[src/rtl/bp_be_mmu_cmd_arbiter_if.sv]
// Command/response bundle between the two BE requesters, the arbiter and the MMU.
// The slave modport is the arbiter's view; master is the surrounding environment.
interface bp_be_mmu_cmd_arbiter_if #(
    parameter int cmd_width_p  = 136,
    parameter int resp_width_p = 72
);
    logic [1:0]              cmd_v_i;
    logic [cmd_width_p-1:0]  cmd0_i;
    logic [cmd_width_p-1:0]  cmd1_i;
    logic [1:0]              cmd_ready_o;
    logic                    mmu_cmd_v_o;
    logic [cmd_width_p-1:0]  mmu_cmd_o;
    logic                    mmu_cmd_ready_i;
    logic                    mmu_resp_v_i;
    logic [resp_width_p-1:0] mmu_resp_i;
    logic                    mmu_resp_ready_o;
    logic [1:0]              resp_v_o;
    logic [resp_width_p-1:0] resp_o;
    logic [1:0]              resp_ready_i;
    logic                    flush_i;

    modport slave (
        input  cmd_v_i, cmd0_i, cmd1_i,
        output cmd_ready_o,
        output mmu_cmd_v_o, mmu_cmd_o,
        input  mmu_cmd_ready_i,
        input  mmu_resp_v_i, mmu_resp_i,
        output mmu_resp_ready_o,
        output resp_v_o, resp_o,
        input  resp_ready_i,
        input  flush_i
    );

    modport master (
        output cmd_v_i, cmd0_i, cmd1_i,
        input  cmd_ready_o,
        input  mmu_cmd_v_o, mmu_cmd_o,
        output mmu_cmd_ready_i,
        output mmu_resp_v_i, mmu_resp_i,
        input  mmu_resp_ready_o,
        input  resp_v_o, resp_o,
        output resp_ready_i,
        output flush_i
    );
endinterface

[src/rtl/bp_be_mmu_cmd_arbiter.sv]
// Round-robin arbiter sharing the BE MMU channel between the memory stage and the
// auxiliary sequencer: one-entry issue slot, credit cap, in-order ID/kill FIFO.
module bp_be_mmu_cmd_arbiter #(
    parameter int cmd_width_p       = 136,
    parameter int resp_width_p      = 72,
    parameter int max_outstanding_p = 4
) (
    input  logic                   clk_i,
    input  logic                   reset_n_i,
    bp_be_mmu_cmd_arbiter_if.slave io
);
    localparam int unsigned PtrW = $clog2(max_outstanding_p);
    localparam int unsigned CntW = $clog2(max_outstanding_p + 1);
    localparam logic [CntW-1:0] MaxCnt = CntW'(max_outstanding_p);

    typedef enum logic {
        RR_REQ0 = 1'b0,
        RR_REQ1 = 1'b1
    } rr_e;

    rr_e                     rr_q, rr_d;
    logic                    slot_v_q, slot_v_d;
    logic [cmd_width_p-1:0]  slot_cmd_q, slot_cmd_d;
    logic                    slot_id_q, slot_id_d;
    logic [CntW-1:0]         count_q, count_d;
    logic [PtrW:0]           rd_ptr_q, wr_ptr_q;
    logic [max_outstanding_p-1:0] fifo_id_q, fifo_kill_q;

    logic                    mmu_cmd_v;
    logic                    issue;
    logic                    fifo_empty;
    logic                    head_id;
    logic                    head_kill;
    logic                    resp_ready;
    logic [1:0]              resp_v;
    logic                    pop;
    logic                    can_accept;
    logic                    sel;
    logic [1:0]              cmd_ready;
    logic                    grant;
    logic                    slot_clear;
    logic [resp_width_p-1:0] resp_data;

    // Outputs are gated by reset so nothing stale leaks out in the reset cycle itself.
    always_comb begin
        mmu_cmd_v  = slot_v_q & reset_n_i;
        issue      = mmu_cmd_v & io.mmu_cmd_ready_i;
        fifo_empty = (rd_ptr_q == wr_ptr_q);
        head_id    = fifo_id_q[rd_ptr_q[PtrW-1:0]];
        head_kill  = fifo_kill_q[rd_ptr_q[PtrW-1:0]];

        resp_ready = reset_n_i & ~fifo_empty & (head_kill | io.resp_ready_i[head_id]);
        resp_v     = '0;
        if (reset_n_i && !fifo_empty && !head_kill && io.mmu_resp_v_i) begin
            resp_v[head_id] = 1'b1;
        end
        pop = io.mmu_resp_v_i & resp_ready;

        can_accept = reset_n_i & ~io.flush_i & ((count_q < MaxCnt) | pop)
                   & (~slot_v_q | issue);

        unique case (io.cmd_v_i)
            2'b01:   sel = 1'b0;
            2'b10:   sel = 1'b1;
            default: sel = rr_q;
        endcase
        cmd_ready      = '0;
        cmd_ready[sel] = can_accept;
        grant          = can_accept & io.cmd_v_i[sel];
        slot_clear     = io.flush_i & slot_v_q & ~issue;
    end

    always_comb begin
        rr_d       = rr_q;
        slot_v_d   = slot_v_q;
        slot_cmd_d = slot_cmd_q;
        slot_id_d  = slot_id_q;
        if (grant) begin
            slot_v_d   = 1'b1;
            slot_cmd_d = sel ? io.cmd1_i : io.cmd0_i;
            slot_id_d  = sel;
            rr_d       = sel ? RR_REQ0 : RR_REQ1;
        end else if (issue || io.flush_i) begin
            slot_v_d = 1'b0;
        end
        count_d = count_q + CntW'(grant) - CntW'(pop) - CntW'(slot_clear);
    end

    always_ff @(posedge clk_i) begin
        if (!reset_n_i) begin
            rr_q        <= RR_REQ0;
            slot_v_q    <= 1'b0;
            slot_cmd_q  <= '0;
            slot_id_q   <= 1'b0;
            count_q     <= '0;
            rd_ptr_q    <= '0;
            wr_ptr_q    <= '0;
            fifo_id_q   <= '0;
            fifo_kill_q <= '0;
        end else begin
            rr_q       <= rr_d;
            slot_v_q   <= slot_v_d;
            slot_cmd_q <= slot_cmd_d;
            slot_id_q  <= slot_id_d;
            count_q    <= count_d;
            if (pop) begin
                rd_ptr_q <= rd_ptr_q + 1'b1;
            end
            // Flush marks every entry killed; a popping head is already routed this
            // cycle, and the push below overrides its own entry with kill=flush.
            if (io.flush_i) begin
                fifo_kill_q <= '1;
            end
            if (issue) begin
                fifo_id_q[wr_ptr_q[PtrW-1:0]]   <= slot_id_q;
                fifo_kill_q[wr_ptr_q[PtrW-1:0]] <= io.flush_i;
                wr_ptr_q                        <= wr_ptr_q + 1'b1;
            end
        end
    end

    assign resp_data           = io.mmu_resp_i;
    assign io.resp_o           = resp_data;
    assign io.resp_v_o         = resp_v;
    assign io.mmu_resp_ready_o = resp_ready;
    assign io.cmd_ready_o      = cmd_ready;
    assign io.mmu_cmd_v_o      = mmu_cmd_v;
    assign io.mmu_cmd_o        = slot_cmd_q;
endmodule

[src/flat_wrapper.sv]
// flat-port wrapper written by rule: the top's interface ports become plain ports
module bp_be_mmu_cmd_arbiter_flat 
#(
    parameter int cmd_width_p       = 136,
    parameter int resp_width_p      = 72,
    parameter int max_outstanding_p = 4
)
  (clk_i, reset_n_i, io_cmd_v_i, io_cmd0_i, io_cmd1_i, io_cmd_ready_o, io_mmu_cmd_v_o, io_mmu_cmd_o, io_mmu_cmd_ready_i, io_mmu_resp_v_i, io_mmu_resp_i, io_mmu_resp_ready_o, io_resp_v_o, io_resp_o, io_resp_ready_i, io_flush_i);
  bp_be_mmu_cmd_arbiter_if #(.cmd_width_p(cmd_width_p), .resp_width_p(resp_width_p)) io_i ();
  input  logic clk_i;
  input  logic reset_n_i;
  input wire logic [$bits(io_i.cmd_v_i)-1:0] io_cmd_v_i;
  input wire logic [$bits(io_i.cmd0_i)-1:0] io_cmd0_i;
  input wire logic [$bits(io_i.cmd1_i)-1:0] io_cmd1_i;
  output wire logic [$bits(io_i.cmd_ready_o)-1:0] io_cmd_ready_o;
  output wire logic [$bits(io_i.mmu_cmd_v_o)-1:0] io_mmu_cmd_v_o;
  output wire logic [$bits(io_i.mmu_cmd_o)-1:0] io_mmu_cmd_o;
  input wire logic [$bits(io_i.mmu_cmd_ready_i)-1:0] io_mmu_cmd_ready_i;
  input wire logic [$bits(io_i.mmu_resp_v_i)-1:0] io_mmu_resp_v_i;
  input wire logic [$bits(io_i.mmu_resp_i)-1:0] io_mmu_resp_i;
  output wire logic [$bits(io_i.mmu_resp_ready_o)-1:0] io_mmu_resp_ready_o;
  output wire logic [$bits(io_i.resp_v_o)-1:0] io_resp_v_o;
  output wire logic [$bits(io_i.resp_o)-1:0] io_resp_o;
  input wire logic [$bits(io_i.resp_ready_i)-1:0] io_resp_ready_i;
  input wire logic [$bits(io_i.flush_i)-1:0] io_flush_i;
  assign io_i.cmd_v_i = io_cmd_v_i;
  assign io_i.cmd0_i = io_cmd0_i;
  assign io_i.cmd1_i = io_cmd1_i;
  assign io_cmd_ready_o = io_i.cmd_ready_o;
  assign io_mmu_cmd_v_o = io_i.mmu_cmd_v_o;
  assign io_mmu_cmd_o = io_i.mmu_cmd_o;
  assign io_i.mmu_cmd_ready_i = io_mmu_cmd_ready_i;
  assign io_i.mmu_resp_v_i = io_mmu_resp_v_i;
  assign io_i.mmu_resp_i = io_mmu_resp_i;
  assign io_mmu_resp_ready_o = io_i.mmu_resp_ready_o;
  assign io_resp_v_o = io_i.resp_v_o;
  assign io_resp_o = io_i.resp_o;
  assign io_i.resp_ready_i = io_resp_ready_i;
  assign io_i.flush_i = io_flush_i;
  bp_be_mmu_cmd_arbiter #(.cmd_width_p(cmd_width_p), .resp_width_p(resp_width_p), .max_outstanding_p(max_outstanding_p)) u_core (.clk_i(clk_i), .reset_n_i(reset_n_i), .io(io_i));
endmodule
[config.mk]
export PLATFORM = sky130hd
export DESIGN_NAME = bp_be_mmu_cmd_arbiter_flat
export DESIGN_NICKNAME = d
export VERILOG_FILES = /design/src/rtl/bp_be_mmu_cmd_arbiter_if.sv /design/src/rtl/bp_be_mmu_cmd_arbiter.sv /design/src/flat_wrapper.sv
export SDC_FILE = /design/constraint.sdc
export NUM_CORES = 1
export LEC_CHECK = 0
export CAP_MARGIN = 15
export CORE_AREA = 2 2 224 226
export CTS_BUF_LIST = sky130_fd_sc_hd__clkbuf_4
export CTS_CLUSTER_SIZE = 10
export DETAILED_ROUTE_END_ITERATION = 16
export DIE_AREA = 0 0 226 228
export GPL_ROUTABILITY_DRIVEN = 0
export PLACE_DENSITY = 0.55
export SLEW_MARGIN = 10
export SYNTH_ARGS = -nofsm -noshare
export SYNTH_HDL_FRONTEND = slang
export SYNTH_SLANG_ARGS = --single-unit
[constraint.sdc]
create_clock -name clk_i -period 6.72 [get_ports clk_i]
set_input_delay 1.344 -clock clk_i [delete_from_list [all_inputs] [get_ports clk_i]]
set_output_delay 1.344 -clock clk_i [all_outputs]
set_load 0.01 [all_outputs]
* Word level (Yosys, flattened, before mapping)
Index checks and enable logic that the tools add are counted.
** Word-level totals
- Output and inout port bits :: 214
- Word-level logic and storage cells :: 79
- Bits in registers :: 156
** Operators by class
- $add $sub $neg :: 5
- Bitwise logic cells :: 19
- Order comparisons :: 8
- Equal/unequal tests :: 3
- Mux-type cells :: 25
- Reductions and logical operators :: 10
** Operators with widths (count)
- two-way mux 136 bit :: 1
- two-way mux 1 bit :: 12
- two-way mux 4 bit :: 3
- bitwise AND 1 bit :: 11
- bitwise mux 4 bit :: 2
- adder 3 x 1 -> 3 bit, second input constant :: 2
- logical AND 1 bit :: 6
- < comparator 2 x 3 -> 1 bit, second input constant :: 2
- subtractor 3 x 1 -> 3 bit :: 2
- binary-select mux 1 bit (select 2 bit) :: 2
- < comparator 1 x 2 -> 1 bit, second input constant :: 2
- NOT 1 bit :: 4
- adder 3 x 1 -> 3 bit :: 1
- == test 3 bit :: 1
- < comparator 3 bit, second input constant :: 1
- bitwise OR 1 bit :: 3
- bitwise AND 2 bit :: 1
- demux 1 bit (select 1 bit) :: 2
- demux 1 bit (select 2 bit) :: 1
- == test 2 x 1 -> 1 bit, second input constant :: 1
- == test 2 bit, second input constant :: 1
- >= comparator 1 bit, second input constant :: 2
- >= comparator 2 x 1 -> 1 bit, second input constant :: 1
- zero test 1 bit :: 2
- other kinds (4) :: 4

* Longest topological paths before layout
Gate-level depths: netlist (run 1).
- Word-level depth :: 14
- Mapped depth :: 15

* Worst setup path before layout (run 1)
OpenSTA, ideal clock, no wires.
- Path type :: input port to output port
- From :: in io_cmd_v_i[0]
- To :: out io_cmd_ready_o[1]
- Setup slack :: 2.452 ns
- Cell stages on the path :: 7
- Arrival :: 2.924 ns
- Cell sequence :: inv_1 ha_1 mux2_1 clkbuf_1 clkbuf_1 clkbuf_1 nor2b_1
** Between the ends
- Cells in the longest elaborated chain, start to end :: 7
** Ends and longest elaborated chain
- start, declared :: RTL line flat_wrapper.sv:12 : input wire logic [$bits(io_i.cmd_v_i)-1:0] io_cmd_v_i;
- == test 2 bit / == test 2 x 1 -> 1 bit (equally long branches) :: RTL line bp_be_mmu_cmd_arbiter.sv:62 : unique case (io.cmd_v_i)
- case mux 1 bit (2 select lines) (*) :: RTL line bp_be_mmu_cmd_arbiter.sv:62
- < comparator 1 x 2 -> 1 bit (implied by the code) / >= comparator 1 bit (equally long branches) :: RTL line bp_be_mmu_cmd_arbiter.sv:68 : cmd_ready[sel] = can_accept;
- logical AND 1 bit (implied by the code) :: RTL line bp_be_mmu_cmd_arbiter.sv:68
- two-way mux 1 bit (implied by the code) :: RTL line bp_be_mmu_cmd_arbiter.sv:68
- demux 1 bit (select 1 bit) (*)
- bitwise AND 2 bit (no source line) (*)
- end, declared :: RTL line flat_wrapper.sv:15 : output wire logic [$bits(io_i.cmd_ready_o)-1:0] io_cmd_ready_o;
Every way passes the cells marked *; elsewhere a longest branch is shown, timed or not.

* Worst setup path after layout (run 1)
- From :: in io_cmd_v_i[1]
- To :: out io_cmd_ready_o[1]
The elaborated chain is that of the path after synthesis.

==> metrics.md, run 1 <==
| Metric | Value |
|---|---|
| Status | `completed` |
| Critical path arrival | `3.40 ns` |
| Area Growth Syn to Fin | `59.2%` |
| Crit path cell chain | `clkdlybuf4s50_1 > inv_1 > ha_1 > mux2_8 > nor2b_1 > clkdlybuf4s50_1` |
| Post-synth top area cell | `dfxtp_1` |
| Most common cell after layout, fill and taps aside | `clkdlybuf4s50_1` |
| Pin count of the biggest net entering global routing | `73` |
| H-tree depth | `4` |
| Core area | `49300 um2` |
| WL met2 | `12800 um` |
| Initial core utilization | `15.9%` |
| Die height | `228 um` |
| CP Class | `in -> out` |
| Finished Cell Area | `12500 um2` |
| Core Rows | `82` |
| Sequential fraction of the synthesis area | `39.7%` |
| WL final | `26300 um` |
| DRC | `0` |
| Full die area | `51500 um2` |
| Slew Viols, Final | `0` |
| Clk_skew | `0.0273 ns` |
| Uppermost layer routed | `met4` |
| Setup TNS | `0 ns` |
| RSZ-0062 raised after global routing | `false` |
| Area contributors post-synth | `dfxtp_1 (40%), mux2i_1 (36%), nand2_1 (6.9%)` |
| Total GRT Usage | `10.1%` |
| Critical path's largest stage delay | `0.54 ns` |
| Post-layout minimum cycle time | `4.75 ns` |
| Peak VDD IR | `0.0000846 V` |
| Synth warnings | `0` |
| Worst Path Required | `5.38 ns` |
| CTS Hold Bufs | `0` |
| Root Buffer | `clkbuf_4` |
| Share of cells above drive strength 1 | `4.04%` |
| Critical Path End Type | `primary output` |
| Num CTS Buffers | `17` |
| Via density | `3.65` |
| Number of gates resized after CTS | `0` |
| Startpoint Class | `input port` |
| Seq cells post-synth | `156` |
| Total power divided by cell area | `191 nW/um2` |
| Mapped cell area | `7870 um2` |
| Syn Inst Count | `777` |
| Final total power | `0.00239 W` |
| Post-route setup slack | `1.97 ns` |
| Vias in the first global route | `6891` |
| Hold Path Class | `reg -> reg` |
| Max_slew headroom | `34.7%` |
| Library cells used by synthesis | `31` |
| Critical Path Most Common Cell | `clkdlybuf4s50_1` |
| I/O Buffers | `422` |
| Syn Nets | `1141` |
| Commonest non-fill, non-tap cells in the layout | `clkdlybuf4s50_1 (421), mux2i_1 (280), dfxtp_1 (156), nand2_1 (145), clkbuf_4 (19)` |
| Fin crit share | `70.6%` |
| Clock-pin slew on the worst setup and hold paths | `0.12 ns` |
| Leak | `4.52 nW` |
| First-pass GRT wire length | `38800 um` |
| Fmax | `0.211 GHz` |
| Final hold vios | `0` |
| Average cell area after synthesis | `10.1 um2` |
| Crit path buf inv count | `3` |
| Worst-margin pin slew | `0.979 ns` |
| DIE WIDTH | `226 um` |
| Final setup viols | `0` |
| Met3 WL | `2650 um` |
| Crit-path slowest cell | `clkdlybuf4s50_1` |
| Met1 wire length | `10000 um` |
| Top cell type's share of synthesized area | `39.7%` |
| Clk sink count | `156` |
| Final nets | `1466` |
| Max-capacitance violation count | `0` |
| Detailed Route Iter0 Violations | `137` |
| CTS tree | `yes` |
| Grt total ovfl | `0` |
| Placement Cell Area | `12200 um2` |
| Largest buffer count on any clock path | `2` |
| Routed vias | `6550` |
| Drt wl/cell | `14.7 um` |
| CP Max Fanout | `35` |
| Initial antenna violation count | `2` |
| Fin Hold WS | `0.466 ns` |
| Detailed Routing Iterations Pass 1 | `4` |
| DP Worst Slack | `1.96 ns` |
| Detailed-placement wirelength estimate | `20000 um` |
| IO Count | `567` |
| Post-CTS setup buffers | `0` |
| Top delay family on crit path | `buffers and inverters` |
| Clock Latency Late Sink | `0.73 ns` |
| Final ANT Viol Nets | `0` |
==> state kept, by name (all words and copies together) (netlist names) <==
name                 count
u_core.count_q           3
u_core.fifo_id_q         4
u_core.fifo_kill_q       4
u_core.io.mmu_cmd_o    136
u_core.rd_ptr_q          3
u_core.rr_q              1
u_core.slot_id_q         1
u_core.slot_v_q          1
u_core.wr_ptr_q          3
==> layer usage <==
metal	track usage, %	vias to the layer above
met5	0	-
met4	4.93	0
met3	4.73	56
met2	17.8	300
met1	10.0	2979
li1	-	3215
==> cell type report <==
cell class,count,area [um2]
clock buffer,19,143
antenna,7,17.5
multi-input combinational,490,3920
clock inverter,13,165
inverter,8,30.0
tap,672,841
fill,5330,36800
timing repair buffer,429,4290
sequential,156,3120
==> cells in the mapped netlist, drive strengths merged <==
cell type  number
o21a            2
mux2i         280
nand3           7
or2             1
nor2b          10
xnor2           8
nor2            2
mux4            2
a21oi           5
inv             8
clkbuf         36
buf            87
nand2b          1
a31oi           1
o211a           1
nor3b           1
nand2         145
a21boi          1
mux2            2
fa              1
and3b           1
dfxtp         156
nand3b          1
a21o            1
ha             10
and2            7
==> power breakdown <==
part | switching (W) | internal (W)
Combinational | 0.000271 | 0.000408
Sequential | 0.0000447 | 0.00101
Clock | 0.000388 | 0.000267
Total | 0.000704 | 0.00169
==> stage by stage <==
stage | instances | util [%]
floorplan | 777 | -
global placement | 1755 | 24.7
detailed placement | 1755 | 24.7
CTS | 1787 | 25.3
global route | 1791 | 25.4
finish | 1794 | 25.4
==> worst min-delay path, delay by kind of cell, from the launching register on <==
| kind | cells | cell delay (ns) |
|---|---|---|
| flip-flops | 1 | 0.33 |
| AND/OR/NAND/NOR | 1 | 0.05 |
| multiplexers | 1 | 0.05 |
==> worst paths after layout <==
path | from | to | slack [ns] | cells after the start
worst max-delay path | io_cmd_v_i[1] | io_cmd_ready_o[1] | 1.97 | 6
worst max register to register | u_core.rd_ptr_q[0] | u_core.io.mmu_cmd_o[16] | 3.34 | 8
worst min register to register | u_core.io.mmu_cmd_o[102] | u_core.io.mmu_cmd_o[102] | 0.47 | 2
worst min-delay path | u_core.io.mmu_cmd_o[102] | u_core.io.mmu_cmd_o[102] | 0.47 | 2
==> logic make-up after synthesis <==
kind of cell             count (synthesis)  synth area share [%]
multiplexers                           284                  36.5
AND/OR/NAND/NOR                        176                  9.27
flip-flops                             156                  39.7
buffers and inverters                  131                  10.8
AO/OA/AOI/OAI                           11                 0.954
adder cells (fa/ha/maj)                 11                  1.85
XOR/XNOR                                 8                 0.891
(Power assumes the default switching activity.)
==> run 2: changes to the inputs <==
Clock period 6.72 ns to 4.76 ns, I/O delays scaled along.
==> run 2 against run 1 <==
Global-route usage up 0.080 points. Hold slack worse by 0.0023 ns. Non-clock buffer count unchanged. Critical endpoint is now io_cmd_ready_o[0]. Power up 39%. Critical path depth up 1. Clock skew down 0.0019 ns.
==> metrics.md, run 2 (synthesis gave the netlist of run 1 again) <==
| Metric | Value |
|---|---|
| Slew Viols, Final | `0 (unchanged)` |
| Final nets | `1466 (unchanged)` |
| Critical Path End Type | `primary output (unchanged)` |
| Crit path buf inv count | `2 (was 3)` |
| DIE WIDTH | `226 um (unchanged)` |
| Status | `completed (unchanged)` |
| Clock Latency Late Sink | `0.73 ns (about the same)` |
| Area Growth Syn to Fin | `59.1% (was 59.2%)` |
| CP Max Fanout | `5 (was 35)` |
| Critical path arrival | `3.20 ns (was 3.40 ns)` |
| Number of flip-flops in the largest register | `136 (unchanged)` |
| CTS tree | `yes (unchanged)` |
| Final ANT Viol Nets | `0 (unchanged)` |
| WL final | `26300 um (about the same)` |
| Critical path launch point | `u_core.rd_ptr_q[0] (was io_cmd_v_i[1])` |
| Leak | `4.50 nW (was 4.52 nW)` |
| R2R depth | `10 (was 8)` |
| Finished Cell Area | `12500 um2 (about the same)` |
| Vias in the first global route | `6724 (was 6891)` |
| Most common cell after layout, fill and taps aside | `clkdlybuf4s50_1 (unchanged)` |
| Share of cells above drive strength 1 | `4.13% (was 4.04%)` |
| CTS Hold Bufs | `0 (unchanged)` |
| Hold Path Class | `reg -> reg (unchanged)` |
| Grt total ovfl | `0 (unchanged)` |
| CP Class | `reg -> out (was in -> out)` |
| Routed vias | `6508 (was 6550)` |
| Commonest non-fill, non-tap cells in the layout | `clkdlybuf4s50_1 (421), mux2i_1 (280), dfxtp_1 (156), nand2_1 (145), clkbuf_4 (18) (was clkdlybuf4s50_1 (421), mux2i_1 (280), dfxtp_1 (156), nand2_1 (145), clkbuf_4 (19))` |
| Initial antenna violation count | `2 (unchanged)` |
| Core area | `49300 um2 (unchanged)` |
| Detailed Route Iter0 Violations | `146 (was 137)` |
| Post-route setup slack | `0.611 ns (was 1.97 ns)` |
| Root Buffer | `clkbuf_4 (unchanged)` |
| Critical path depth | `7 (was 6)` |
| Startpoint Class | `flop (was input port)` |
| Reg2reg setup slack | `1.61 ns (was 3.34 ns)` |
| Crit path cell chain | `mux4_2 > mux2_4 > o21a_1 > inv_2 > a21o_1 > nor2_1 > clkdlybuf4s50_1 (was clkdlybuf4s50_1 > inv_1 > ha_1 > mux2_8 > nor2b_1 > clkdlybuf4s50_1)` |
| Max-capacitance violation count | `0 (unchanged)` |
| Detailed Routing Iterations Pass 1 | `5 (was 4)` |
| Crit-path slowest cell | `mux4_2 (was clkdlybuf4s50_1)` |
| H-tree depth | `4 (unchanged)` |
| Via density | `3.63 (was 3.65)` |
| CP endpoint | `io_cmd_ready_o[0] (was io_cmd_ready_o[1])` |
| I/O Buffers | `422 (unchanged)` |
| Reg-to-Reg Start | `u_core.rd_ptr_q[0] (unchanged)` |
| DRC | `0 (unchanged)` |
| Setup TNS | `0 ns (unchanged)` |
| Final setup viols | `0 (unchanged)` |
| Largest buffer count on any clock path | `2 (unchanged)` |
| Clock-pin slew on the worst setup and hold paths | `0.15 ns (was 0.12 ns)` |
| Placed Cells | `1755 (unchanged)` |
| Max_slew headroom | `42.8% (was 34.7%)` |
| Clk sink count | `156 (unchanged)` |
| Die height | `228 um (unchanged)` |
| First-pass GRT wire length | `38900 um (was 38800 um)` |
| Reg2reg end | `u_core.count_q[2] (was u_core.io.mmu_cmd_o[16])` |
| Fin crit share | `87.2%` |
| Fin util | `25.4% (about the same)` |
| Num CTS Buffers | `17 (unchanged)` |
| Top delay family on crit path | `multiplexers (was buffers and inverters)` |
| Post-CTS setup buffers | `0 (unchanged)` |
| Peak VDD IR | `0.000167 V (was 0.0000846 V)` |
| Final non-filler cell total | `1793 (was 1794)` |
| Clk_skew | `0.0254 ns (was 0.0273 ns)` |
| Total power divided by cell area | `265 nW/um2 (was 191 nW/um2)` |
| Initial core utilization | `15.9% (unchanged)` |
| Detailed-placement wirelength estimate | `20000 um (about the same)` |
| Pin count of the biggest net entering global routing | `73 (unchanged)` |
| Final hold vios | `0 (unchanged)` |
| Core Rows | `82 (unchanged)` |
| IO Count | `567 (unchanged)` |
| RSZ-0062 raised after global routing | `false (unchanged)` |
| Critical path's largest stage delay | `0.60 ns (was 0.54 ns)` |
| Placement Cell Area | `12200 um2 (about the same)` |
| DP Worst Slack | `0.837 ns (was 1.96 ns)` |
| Worst-margin pin slew | `0.858 ns (was 0.979 ns)` |
| Worst Path Required | `3.81 ns (was 5.38 ns)` |
| Full die area | `51500 um2 (unchanged)` |
| Fmax | `0.241 GHz` |
| Total GRT Usage | `10.2% (was 10.1%)` |
| Number of gates resized after CTS | `0 (unchanged)` |
| Drt wl/cell | `14.7 um (about the same)` |
| Post-layout minimum cycle time | `4.15 ns` |
-- run 2: changes by cell type in the layout (fill, tap and decap cells not counted), sizes merged --
cell,change
clkinvlp,+4
clkinv,-3
bufinv,-1
clkbuf,-1
diode,-1
inv,+1
-- run 2: power by group --
| group | leakage, nW | switching (W) | internal (W) |
|---|---|---|---|
| Sequential | 1.28 | 0.0000646 | 0.00142 |
| Combinational | 3.08 | 0.000380 | 0.000578 |
| Clock | 0.135 | 0.000560 | 0.000316 |
-- run 2: how the worst min path moves through the flow --
stage                          endpoint                      from  slack, ns  cells after the start
6_report       u_core.io.mmu_cmd_o[111]  u_core.io.mmu_cmd_o[111]       0.46                      2
5_1_grt         u_core.io.mmu_cmd_o[84]   u_core.io.mmu_cmd_o[84]       0.48                      2
4_1_cts        u_core.io.mmu_cmd_o[111]  u_core.io.mmu_cmd_o[111]       0.47                      2
3_5_place_dp   u_core.io.mmu_cmd_o[111]  u_core.io.mmu_cmd_o[111]       0.45                      2
3_3_place_gp    u_core.io.mmu_cmd_o[30]   u_core.io.mmu_cmd_o[30]       0.44                      2
2_1_floorplan               u_core.rr_q               u_core.rr_q       0.43                      2
-- run 2: cell type report --
| cell class | count | area, um2 |
|---|---|---|
| Antenna cell | 6 | 15.0 |
| Clock buffer | 18 | 135 |
| Clock inverter | 14 | 145 |
| Fill cell | 5306 | 36800 |
| Inverter | 8 | 30.0 |
| Multi-Input combinational cell | 490 | 3920 |
| Sequential cell | 156 | 3120 |
| Tap cell | 672 | 841 |
| Timing Repair Buffer | 429 | 4310 |
-- run 2: through the flow --
| step | total power (W) | hold WS [ns] |
|---|---|---|
| 3_5_place_dp | 0.00250 | 0.447 |
| 3_3_place_gp | 0.00249 | 0.441 |
| 5_1_grt | 0.00352 | 0.483 |
| 2_1_floorplan | 0.00199 | 0.431 |
| 6_report | 0.00332 | 0.463 |
| 4_1_cts | 0.00343 | 0.468 |
-- run 2: tightest hold or removal path, stage by stage (launching register included) --
cell	delay [ns]
dfxtp_1	0.33
nand2_1	0.05
mux2i_1	0.05
-- run 2: routing by layer --
metal	global-route usage [%]	vias up	wire, um
met5	0	-	0
met4	5.96	0	826
met3	4.48	53	2560
met2	17.4	309	12800
met1	10.3	2925	10200
li1	-	3221	-
